<file path="src/rtl/spi_buffer.sv">
// spi_buffer -- SPI-slave receive buffer (mode-0 style).
//
// Samples DI MSB-first on every rising CLK while CS is low. Each time DATA_WIDTH bits have
// been collected, the completed word is published on Buffer and Changed pulses high for
// exactly one CLK cycle. Deasserting CS discards any partial word, so the next selected
// transfer always starts at the MSB.
//
// Ports:
//   CLK     in   SPI serial clock; all state changes on its rising edge.
//   RST     in   Asynchronous, active-high reset.
//   CS      in   Chip select, active low (0 = transfer active, 1 = idle).
//   DI      in   Serial data in (MOSI), MSB first.
//   Buffer  out  Last completely received word (registered).
//   Changed out  One-cycle strobe, high for the cycle after a word completes.
//
// DATA_WIDTH must be at least 2.
module spi_buffer #(
  parameter int unsigned DATA_WIDTH = 8
) (
  input  logic                  CLK,
  input  logic                  RST,
  input  logic                  CS,
  input  logic                  DI,
  output logic [DATA_WIDTH-1:0] Buffer,
  output logic                  Changed
);

  localparam int unsigned CntWidth = (DATA_WIDTH > 1) ? $clog2(DATA_WIDTH) : 1;
  localparam logic [CntWidth-1:0] LastCnt = CntWidth'(DATA_WIDTH - 1);
  localparam logic [CntWidth-1:0] CntOne  = CntWidth'(1);

  // Only DATA_WIDTH-1 bits are stored; the final bit goes straight from DI into Buffer.
  logic [DATA_WIDTH-2:0] shiftQ, shiftD;
  logic [DATA_WIDTH-2:0] shiftIn;
  logic [CntWidth-1:0]   countQ, countD;
  logic [DATA_WIDTH-1:0] bufferQ, bufferD;
  logic                  changedQ, changedD;
  logic                  lastBit;

  // Shift-in value; a 2-bit word keeps a single stored bit, so there is nothing to shift.
  generate
    if (DATA_WIDTH > 2) begin : gShiftWide
      assign shiftIn = {shiftQ[DATA_WIDTH-3:0], DI};
    end else begin : gShiftNarrow
      assign shiftIn = DI;
    end
  endgenerate

  assign lastBit = (countQ == LastCnt);

  always_comb begin
    shiftD   = shiftQ;
    countD   = countQ;
    bufferD  = bufferQ;
    changedD = 1'b0;

    if (CS) begin
      // Deselected: drop the partial word. Stale shift bits are harmless because they are
      // fully overwritten before the next publish.
      countD = '0;
    end else if (lastBit) begin
      bufferD  = {shiftQ, DI};
      changedD = 1'b1;
      countD   = '0;
    end else begin
      shiftD = shiftIn;
      countD = countQ + CntOne;
    end
  end

  always_ff @(posedge CLK or posedge RST) begin
    if (RST) begin
      shiftQ   <= '0;
      countQ   <= '0;
      bufferQ  <= '0;
      changedQ <= 1'b0;
    end else begin
      shiftQ   <= shiftD;
      countQ   <= countD;
      bufferQ  <= bufferD;
      changedQ <= changedD;
    end
  end

  assign Buffer  = bufferQ;
  assign Changed = changedQ;

endmodule

</file>
<file path="config.mk">
export PLATFORM = sky130hd
export DESIGN_NAME = spi_buffer
export DESIGN_NICKNAME = d
export VERILOG_FILES = /design/src/rtl/spi_buffer.sv
export SDC_FILE = /design/constraint.sdc
export NUM_CORES = 1
export LEC_CHECK = 0
export CAP_MARGIN = 20
export CORE_MARGIN = 5
export CORE_UTILIZATION = 44
export DETAILED_ROUTE_END_ITERATION = 7
export GPL_ROUTABILITY_DRIVEN = 0
export PLACE_DENSITY_LB_ADDON = 0.15
export REMOVE_ABC_BUFFERS = 1
export SYNTH_ARGS = -nofsm -noshare
export SYNTH_HDL_FRONTEND = slang
export SYNTH_SLANG_ARGS = --single-unit
</file>
<file path="constraint.sdc">
create_clock -name CLK -period 1.6 [get_ports CLK]
set_input_delay 0.16 -clock CLK [delete_from_list [all_inputs] [get_ports CLK]]
set_output_delay 0.16 -clock CLK [all_outputs]
set_load 0.03 [all_outputs]
</file>
======== Yosys cells after proc, flatten, opt, wreduce, memory -nomap -nowiden ========
Cells that the tools add are included.
word-level totals
  output and inout bits ................... 9
  bits of input ports ..................... 4
  logic and storage cells ................. 14
  bits in registers ....................... 19
cells by class
  reductions and logical operators ........ 2
  bitwise operators ....................... 2
  muxes and demuxes ....................... 4
  equality and inequality tests ........... 1
  add/sub/neg operators ................... 1
operators with widths
  operator                                                       number
  3-bit two-way mux                                              2
  2-bit AND reduction                                            2
  3-bit by 1-bit adder with 3-bit output, second input constant  1
  3-bit equality test, second input constant                     1
  1-bit two-way mux                                              2
  1-bit inverter                                                 2

======== Longest topological paths before layout ========
Gate-level depths: netlist (run 1).
  depth after elaboration ................. 3
  gate-level depth with buffers ........... 5
  gate-level depth less buffers ........... 4

======== Least setup slack after synthesis (run 1) ========
Ideal clock, no wire load.
  path kind ............................... flip-flop to flip-flop
  start point ............................. register countQ[0]
  end point ............................... register shiftQ[0]
  arrival ................................. 1.368 ns
  data required time ...................... 1.475 ns
  slack ................................... 0.108 ns
  clock period less this slack ............ 1.492 ns
  stages on the path, launching flop included .. 5
  setup time .............................. 0.125 ns
  path buffers ............................ 0
  cells stage by stage .................... dfrtp_1 -> ha_1 -> ha_1 -> nor2_2 -> mux2_2
between the ends
  word-level cells in the longest chain between the ends .. 3
RTL lines
  what                           line  text
  start, declared                35    logic [CntWidth-1:0] countQ, countD;
  start signal, assigned         79    countQ <= countD;
  3-bit equality test            49    assign lastBit = (countQ == LastCnt);
  1-bit inverter (no line)       --
  2-bit AND reduction (no line)  --
  end signal, assigned           78    shiftQ <= shiftD;
  end, declared                  33    logic [DATA_WIDTH-2:0] shiftQ, shiftD;
No other way between the ends.
A chain may end at the register's enable or synchronous reset.

======== Worst setup path in the final report (run 1) ========
  start point ............................. register bufferQ[0], in the netlist Buffer[0]
  end point ............................... output Buffer[0]
RTL lines
  what                    line  text
  start, declared         36    logic [DATA_WIDTH-1:0] bufferQ, bufferD;
  start signal, assigned  80    bufferQ <= bufferD;
  end, declared           24    output logic [DATA_WIDTH-1:0] Buffer,
No word-level cell between the ends.

==> results by group, run 1 <==
Outcome
  – Status: complete, no violations

Clocking
  – Worst-path clk slew: approximately 100 ps
  – CTS Buf Count: 3
  – H-tree levels: 1
  – Root buffer cell: clkbuf_4
  – Latest clock arrival within the worst-skew pair: 290 ps
  – CTS tree: yes
  – CTS max path bufs: 2
  – CTS sink count: 19
  – Hold bufs inserted after CTS: 0
  – Post-CTS Setup Repair Bufs: 0

Global route
  – Total Routing Usage GR: 0.112
  – GRT overflow: 0
  – Vias in the first global route: ~470
  – Largest net degree at the start of global routing: 20
  – First-pass GRT wire length: 2.06 mm
  – Initial antenna violation count: 0

Critical path
  – Flop-to-flop setup slack: about 110 ps
  – Crit. End Element: primary output
  – CP Cell Sequence: clkdlybuf4s50_1
  – Terminus of the critical flop-to-flop path: Buffer[2]
  – Crit path launch: Buffer[0]
  – Crit path kind: register to primary output
  – Top Family by Delay on Critical Path: buffers and inverters
  – Reg2reg start: countQ[0]
  – Crit path required time: 1440 ps
  – CP peak stage delay: between 600 and 700 ps
  – Crit path arrival time: ~1400 ps
  – Worst Setup Start Kind: register
  – CP Max Fanout: 2
  – CP Buf/Inv Count: 1
  – Slowest library cell on the worst path: clkdlybuf4s50_1
  – Worst reg-to-reg path cell count: 5

Power and ir drop
  – Gate power share: 0.183
  – VDD IR max: 496 uV
  – Power density cells: 1070 nW/um^2
  – Sw Share: 0.253
  – Clock share of power: 0.230
  – Leakage power: roughly 0.47 nW
  – Final Total Pwr: 1.01 mW
  – Internal Dissipation: 0.752 mW
  – Sequential share of power: 0.587
  – Net Sw Power: ~0.25 mW

Cells and area
  – Layout cells sized above 1: 0.403
  – N_diodes: 0
  – Fill cell count: approximately 140
  – Nets: 69
  – Area Growth Syn to Fin: 25.2%

Yosys
  – Synth Area in XOR/XNOR: 0
  – Post-Synth Adder-Cell Area: 0.0332
  – Multiplexer area fraction after synthesis: 0.264
  – Top cell type's share of synthesized area: 0.631
  – Synth area leader: dfrtp_1
  – Post-synthesis sequential area ratio: 0.631
  – Library cells used by synthesis: 10
  – Mean Syn Cell Area: 17.1 sq um
  – Post-Synth Simple-Gate Area: 0.0465
  – Yosys warns: 0
  – Syn Std Cell Area: 753 sq um
  – Combinational family with the most area after synthesis: multiplexers
  – Mapped Cells: 44
  – Seq cells post-synth: 19
  – Largest cells by area after synthesis: dfrtp_1 63%, mux2_4 16%, mux2_2 10%
  – Compound-Gate Fraction of Synth Area: 0

Timing
  – Worst Skew: between 1 and 1.5 ps
  – Worst Tran Pin Value: approximately 310 ps
  – Max-slew violation count: 0
  – Count of final setup violators: 0
  – Slew headroom: 0.791
  – Worst setup margin: approximately 91 ps
  – Final min period: about 1500 ps
  – Period utilisation layout: 0.943
  – RSZ-0062 raised after global routing: false
  – Timing-limited maximum frequency: 663 MHz
  – Hold Fails Final Rpt: 0

Floorplanning
  – Starting Density: 0.451
  – DIE WIDTH: roughly 51 um
  – Die H: 51.4 um
  – I/O Pins: 13
  – Core footprint: between 1500 and 2000 sq um
  – Row count: 15
  – Die area: between 2000 and 3000 sq um

Routing
  – Detailed-route via count: roughly 400
  – Pre-Repair DR Iteration Count: 1
  – Vias per std cell: between 5 and 6
  – DRT iter0 DRCs: 0
  – DRC Markers: 0
  – Detail Route Antenna Nets: 0
  – DRT Wirelength: 1.14 mm
  – WL/cell: 14.4 um

Flow run
  – Max-Cap Viols: 0

Min path
  – Hold Path Class: input port to asynchronous set/reset pin

Placed design
  – DP HPWL: ~860 um
  – Pre-CTS WS: -31.5 ps
  – Number of port buffers: 12
## cell usage in the layout (no fill, tap or decap), drive strengths merged
cell type / netlist / final
ha: 2 / 2
mux2: 15 / 15
nor2: 1 / 1
dfrtp: 19 / 19
and2b: 2 / 2
clkdlybuf4s50: 0 / 12
clkbuf: 0 / 4
nand2b: 1 / 1
nor3: 1 / 1
inv: 2 / 2
buf: 1 / 3
## power groups by stage
stage	Combinational [mW]	Sequential [mW]	Clock, mW
finish	0.184	0.591	0.231
global route	0.200	0.604	0.261
CTS	0.188	0.593	0.244
detailed placement	0.187	0.603	0
global placement	0.181	0.599	0
floorplan	0.0886	0.627	0
## synthesized netlist by cell type, drive strengths merged
master  number
dfrtp       19
mux2        15
and2b        2
ha           2
inv          2
buf          1
nand2b       1
nor2         1
nor3         1
## registers in the layout, summed over array words and instances, names as in the netlist
signal and flops:
Buffer 8, countQ 3, shiftQ 7, Changed 1
## per-stage QoR
step	hold WS (ps)	TNS, ps	util	instances	instance area (sq um)
5_1_grt	213	0	0.565	79	943
3_3_place_gp	426	0	0.542	75	906
4_1_cts	183	0	0.561	79	937
2_1_floorplan	111	0	-	43	742
6_report	180	0	0.565	79	943
3_5_place_dp	455	-172	0.542	75	906
## repair_timing
| item | in CTS | in global routing |
|---|---|---|
| resized for setup | 1 | 2 |
| endpoints found under the setup margin | 7 | 8 |
| gates cloned | 0 | 0 |
| hold endpoints to repair | 0 | 0 |
## worst max-delay path by stage
stage | end | cells after the start | slack [ps]
global placement | shiftQ[5] | 4 | 40
detailed placement | shiftQ[5] | 4 | -30
global route | Buffer[2] | 5 | 30
finish | Buffer[0] | 1 | 90
floorplan | Buffer[0] | 4 | 40
CTS | Buffer[6] | 5 | 30
## kinds of logic after synthesis
family        count (synthesis)
fa+ha+maj                     2
flops                        19
buf+inv                       3
simple gates                  5
mux                          15
## layer usage
metal | up-vias | part of all wire | track usage
met1 | 199 | 0.40 | 0.118
met2 | 13 | 0.50 | 0.180
met3 | 6 | 0.058 | 0.0292
met4 | 0 | 0.038 | 0.105
met5 | - | 0 | 0
li1 | 184 | - | -
## cell type report
cell class | instances | area [sq um] | share of cell area
Clock buffer | 4 | 26.3 | 0.0279
Timing Repair Buffer | 15 | 146 | 0.155
Multi-Input combinational cell | 22 | 267 | 0.282
Tap cell | 17 | 21.3 | 0.0225
Inverter | 2 | 7.51 | 0.00796
Sequential cell | 19 | 475 | 0.504
(Power assumes the default switching activity.)
==> run 2: changes to the inputs <==
CORE_UTILIZATION = 35   (was 44)
==> run 2 against run 1 <==
Against the previous run: sequential cell count is the same; utilization shrank 8.7 points; clock skew grew 4.9 ps; routed wire length shrank 0.70%; hold slack is essentially flat; critical path depth grew 4; global-route usage shrank 2.6 points; highest routed layer is now met3.
==> results by group, run 2 (synthesis results as in run 1) <==
Timing
  – Final min period: 1500 ps (-3.62 ps)
  – Period utilisation layout: 0.941 (-0.00226)
  – Slew headroom: 0.793 (+0.00218)
  – Timing-limited maximum frequency: 664 MHz (+0.24%)
  – Count of final setup violators: 0 (unchanged)
  – Worst Tran Pin Value: 310 ps (-3.26 ps)
  – Worst Skew: 6.41 ps (+4.95 ps)
  – Max-slew violation count: 0 (unchanged)
  – Final TNS setup: 0 ps (unchanged)
  – RSZ-0062 raised after global routing: false
  – Hold Fails Final Rpt: 0 (unchanged)

Cells and area
  – Max FFs per register: 8 (unchanged)
  – Commonest cells after routing, fill and taps aside: 19 x dfrtp_1, 12 x clkdlybuf4s50_1, 8 x mux2_4
  – Fill cell count: 180 (+33%)
  – FF/Latch Area: 475 sq um (unchanged)
  – Layout cells sized above 1: 0.413 (+0.00947)
  – N_diodes: 0 (unchanged)
  – Commonest non-fill, non-tap cell in the layout: dfrtp_1
  – Area Growth Syn to Fin: 27.1%
  – Nets: 70 (+1.4%)
  – Multi-input logic area: 259 sq um (-2.8%)

Clocking
  – Worst-path clk slew: 110 ps (about the same)
  – CTS sink count: 19 (unchanged)
  – CTS Buf Count: 3 (unchanged)
  – Latest clock arrival within the worst-skew pair: 290 ps (about the same)
  – Post-CTS Setup Repair Bufs: 0 (unchanged)
  – H-tree levels: 1 (unchanged)
  – Root buffer cell: clkbuf_4
  – Hold bufs inserted after CTS: 0 (unchanged)
  – CTS max path bufs: 2 (unchanged)
  – CTS tree: yes
  – Post-CTS sizing: 0 (-1)

Floorplanning
  – Starting Density: 0.376 (-0.0747)
  – DIE WIDTH: 56.4 um (+9.8%)
  – Row count: 16 (+1)
  – Core footprint: 2000 sq um (+20%)
  – Die area: 3180 sq um (+20%)
  – Die H: 56.4 um (+9.8%)
  – I/O Pins: 13 (unchanged)

Routing
  – Top Layer Used: met3
  – DRT Wirelength: 1.13 mm (-0.70%)
  – DRT iter0 DRCs: 2 (+2)
  – Detailed-route via count: 406 (+1.0%)
  – Vias per std cell: 4.51 (-11%)
  – Pre-Repair DR Iteration Count: 4 (+3)
  – WL met3: 46 um (-30%)
  – Met2 wire length: 515 um (-9.8%)
  – WL/cell: 12.6 um (-13%)
  – Detail Route Antenna Nets: 0 (unchanged)
  – DRC Markers: 0 (unchanged)
  – Met1 Wirelength: 569 um (+24%)

Outcome
  – Status: complete, no violations

Global route
  – GRT overflow: 0 (unchanged)
  – Largest net degree at the start of global routing: 20 (unchanged)
  – Total Routing Usage GR: 0.0866 (-0.0258)
  – Initial antenna violation count: 0 (unchanged)
  – Vias in the first global route: 447 (-5.1%)
  – First-pass GRT wire length: 2.10 mm (+2.0%)

Critical path
  – Crit path kind: register to register
  – Crit. End Element: register
  – Critical Path Sink: shiftQ[0]
  – Crit path required time: 1780 ps (+340 ps)
  – CP Max Fanout: 7 (+5)
  – Flop-to-flop setup slack: 100 ps (about the same)
  – Terminus of the critical flop-to-flop path: shiftQ[0]
  – Worst reg-to-reg path cell count: 5 (unchanged)
  – Most numerous cell on the critical path: ha_1
  – Crit path launch: countQ[0]
  – Crit path arrival time: 1690 ps (+340 ps)
  – Worst Setup Start Kind: register
  – CP Cell Sequence: ha_1 -> ha_1 -> nor2_2 -> buf_6 -> mux2_2
  – CP peak stage delay: 390 ps (-290 ps)
  – Reg2reg start: countQ[0]
  – Slowest library cell on the worst path: dfrtp_1

Power and ir drop
  – Final Total Pwr: 1.02 mW (+1.1%)
  – Power density cells: 1060 nW/um^2 (-0.33%)
  – VDD IR max: 454 uV (-8.4%)
  – Leakage power: 0.483 nW (+1.8%)

Min path
  – Hold Path Class: input port to asynchronous set/reset pin

Placed design
  – DP HPWL: 822 um (-4.6%)
  – Number of port buffers: 12 (unchanged)

Flow run
  – Max-Cap Viols: 0 (unchanged)
[run 2: routing by layer]
| layer | track usage | vias up |
|---|---|---|
| met5 | 0 | - |
| met4 | 0.0407 | 0 |
| met3 | 0.0413 | 0 |
| met2 | 0.130 | 9 |
| met1 | 0.104 | 209 |
| li1 | - | 188 |
[run 2: critical path, delay by kind of cell (launching register included)]
kind	cells	cell delay [ps]
multiplexers	1	330
flip-flops	1	390
buffers and inverters	1	140
adder cells (fa/ha/maj)	2	410
AND/OR/NAND/NOR	1	120
[run 2: final cells by class]
cell class	count	share of cell area
sequential	19	0.497
clock buffer	3	0.0235
timing repair buffer	16	0.161
tap	27	0.0353
clock inverter	1	0.00523
inverter	2	0.00784
multi-input combinational	22	0.271
[run 2: worst min-delay path by stage]
stage | slack (ps) | cells after the start | to | startpoint
floorplan | 110 | 1 | Buffer[0] | RST
detailed placement | 430 | 1 | countQ[0] | countQ[0]
global placement | 420 | 1 | countQ[0] | countQ[0]
CTS | 190 | 3 | Buffer[7] | RST
global route | 200 | 3 | Buffer[7] | RST
finish | 180 | 3 | Buffer[7] | RST
[run 2: through the flow]
| step | setup WS (ps) | util | cell area (sq um) | std cells | hold slack [ps] |
|---|---|---|---|---|---|
| after global placement | 99.1 | 0.463 | 926 | 86 | 425 |
| after global routing | 10.9 | 0.478 | 957 | 90 | 204 |
| after floorplan | 35.2 | - | 742 | 43 | 111 |
| after CTS | 76.2 | 0.476 | 953 | 90 | 188 |
| after detailed placement | 91.4 | 0.463 | 926 | 86 | 434 |
| final | 95.1 | 0.478 | 957 | 90 | 180 |
[run 2: where the power goes]
part | internal [mW] | leakage [nW] | total, mW | switching [mW]
registers | 0.549 | 0.246 | 0.592 | 0.0432
clock network | 0.0930 | 0.0177 | 0.239 | 0.146
logic | 0.108 | 0.219 | 0.186 | 0.0784
total | 0.750 | 0.483 | 1.02 | 0.268
==> run 3: changes to the inputs <==
CORE_UTILIZATION = 42   (was 35)
==> run 3 against run 2 <==
Against the previous run: total power is 1.1% lower; maximum frequency decreased by 0.43%; sequential cell count is the same; first-iteration DRC count is 50% higher; register-to-register slack about the same; setup slack got worse by 6.5 ps; routed wire length decreased by 7.5%; global-route usage up 0.94 points; count of clock-buffer cells in the layout stayed put.
==> results by group, run 3 (synthesis results as in run 1) <==
Outcome
  – Status: complete, no violations

Critical path
  – CP peak stage delay: 390 ps (about the same)
  – Reg2reg start: countQ[0]
  – CP Cell Sequence: ha_1 -> ha_1 -> nor2_2 -> buf_6 -> mux2_2
  – Crit path arrival time: 1690 ps (about the same)
  – Crit path required time: 1780 ps (about the same)
  – CP Max Fanout: 7 (unchanged)
  – Worst Setup Start Kind: register
  – Crit path launch: countQ[0]
  – Crit. End Element: register
  – Crit path kind: register to register
  – CP Buf/Inv Count: 1 (unchanged)
  – Top Family by Delay on Critical Path: adder cells
  – Slowest library cell on the worst path: dfrtp_1
  – Most numerous cell on the critical path: ha_1

Timing
  – Max-slew violation count: 0 (unchanged)
  – Final TNS setup: 0 ps (unchanged)
  – Hold Fails Final Rpt: 0 (unchanged)
  – Period utilisation layout: 0.945 (+0.00408)
  – RSZ-0062 raised after global routing: false
  – Count of final setup violators: 0 (unchanged)
  – Final min period: 1510 ps (+6.52 ps)
  – Worst Tran Pin Value: 309 ps (-0.586 ps)
  – Slew headroom: 0.793 (about the same)
  – Timing-limited maximum frequency: 662 MHz (-0.43%)
  – Worst Skew: 3.29 ps (-3.12 ps)
  – Worst setup margin: 88.5 ps (-6.52 ps)
  – Min Hold Slack: 178 ps (-2.34 ps)

Routing
  – Pre-Repair DR Iteration Count: 2 (-2)
  – DRT Wirelength: 1.05 mm (-7.5%)
  – DRC Markers: 0 (unchanged)
  – WL/cell: 11.9 um (-5.4%)
  – Vias per std cell: 4.50 (-0.25%)
  – Detail Route Antenna Nets: 0 (unchanged)
  – DRT iter0 DRCs: 3 (+1)
  – Detailed-route via count: 396 (-2.5%)

Power and ir drop
  – VDD IR max: 607 uV (+34%)
  – Power density cells: 1050 nW/um^2 (-0.83%)
  – Leakage power: 0.483 nW (unchanged)

Clocking
  – CTS max path bufs: 2 (unchanged)
  – Root buffer cell: clkbuf_4
  – Latest clock arrival within the worst-skew pair: 290 ps (about the same)
  – Post-CTS Setup Repair Bufs: 0 (unchanged)
  – CTS sink count: 19 (unchanged)
  – Hold bufs inserted after CTS: 0 (unchanged)
  – Worst-path clk slew: 100 ps (about the same)
  – CTS tree: yes
  – H-tree levels: 1 (unchanged)
  – CTS Buf Count: 3 (unchanged)

Cells and area
  – Fill cell count: 141 (-22%)
  – Layout cells sized above 1: 0.413 (unchanged)
  – Nets: 70 (unchanged)
  – N_diodes: 0 (unchanged)
  – Commonest cells after routing, fill and taps aside: 19 x dfrtp_1, 12 x clkdlybuf4s50_1, 8 x mux2_4
  – Commonest non-fill, non-tap cell in the layout: dfrtp_1
  – Area Growth Syn to Fin: 26.7%
  – Max FFs per register: 8 (unchanged)

Floorplanning
  – DIE WIDTH: 52.4 um (-7.2%)
  – Row count: 15 (-1)
  – Core footprint: 1710 sq um (-15%)
  – Die area: 2740 sq um (-14%)
  – I/O Pins: 13 (unchanged)
  – Die H: 52.4 um (-7.2%)
  – Starting Density: 0.441 (+0.0648)

Global route
  – Vias in the first global route: 411 (-8.1%)
  – Initial antenna violation count: 0 (unchanged)
  – Total Routing Usage GR: 0.0960 (+0.00939)
  – Met2 track demand over resource: 0.145 (+0.0144)
  – First-pass GRT wire length: 1.85 mm (-12%)
  – GRT overflow: 0 (unchanged)
  – Gr busiest metal: met2
  – GR Layer Usage met3: 0.0285 (-0.0128)
  – Met1 Use GR: 0.117 (+0.0135)
  – Largest net degree at the start of global routing: 20 (unchanged)

Placed design
  – Number of port buffers: 12 (unchanged)
  – Pre-CTS WS: 87.3 ps (-4.13 ps)

Flow run
  – Max-Cap Viols: 0 (unchanged)

Min path
  – Hold Path Class: input port to asynchronous set/reset pin
[run 3: worst paths after layout]
kind	endpoint	slack, ps	depth (start not counted)
max in group asynchronous	countQ[2]	1230	3
worst min-delay path	Buffer[5]	180	3
worst min register to register	countQ[0]	450	1
worst max-delay path	shiftQ[1]	90	5
worst max register to register	shiftQ[1]	90	5
min in group CLK	countQ[0]	450	1
[run 3: repair_timing]
item / 4_1_cts / 5_1_grt
resized for setup: 0 / 1
endpoints found under the hold margin: 0 / 0
setup endpoints to repair: 0 / 2
[run 3: where the power goes]
group / internal (mW) / switching, mW
Clock: 0.0928 / 0.139
Combinational: 0.108 / 0.0775
Sequential: 0.549 / 0.0410
[run 3: layer usage]
layer / share of wire / wire, um
met5: 0 / 0
met4: 0.0076 / 8
met3: 0.053 / 55
met2: 0.47 / 490
met1: 0.47 / 493
[run 3: worst min-delay path, cell delays in order]
cell and delay (ps):
clkdlybuf4s50_1 400, inv_1 50, buf_4 240
[run 3: cell type report]
type	count	area, sq um	share of cell area
flip-flops and latches	19	475	0.498
multi-input cells	22	259	0.271
repair buffers	16	154	0.161
well taps	25	31.3	0.0328
clock buffers	3	22.5	0.0236
inverters	2	7.51	0.00786
clock inverters	1	5.00	0.00524
[run 3: metrics by stage]
step	instance area [sq um]	total power [mW]	utilization	std cells
6_report	955	1.01	0.559	88
2_1_floorplan	742	0.715	-	43
3_5_place_dp	923	0.789	0.541	84
5_1_grt	955	1.07	0.559	88
3_3_place_gp	923	0.787	0.541	84
4_1_cts	951	1.02	0.557	88
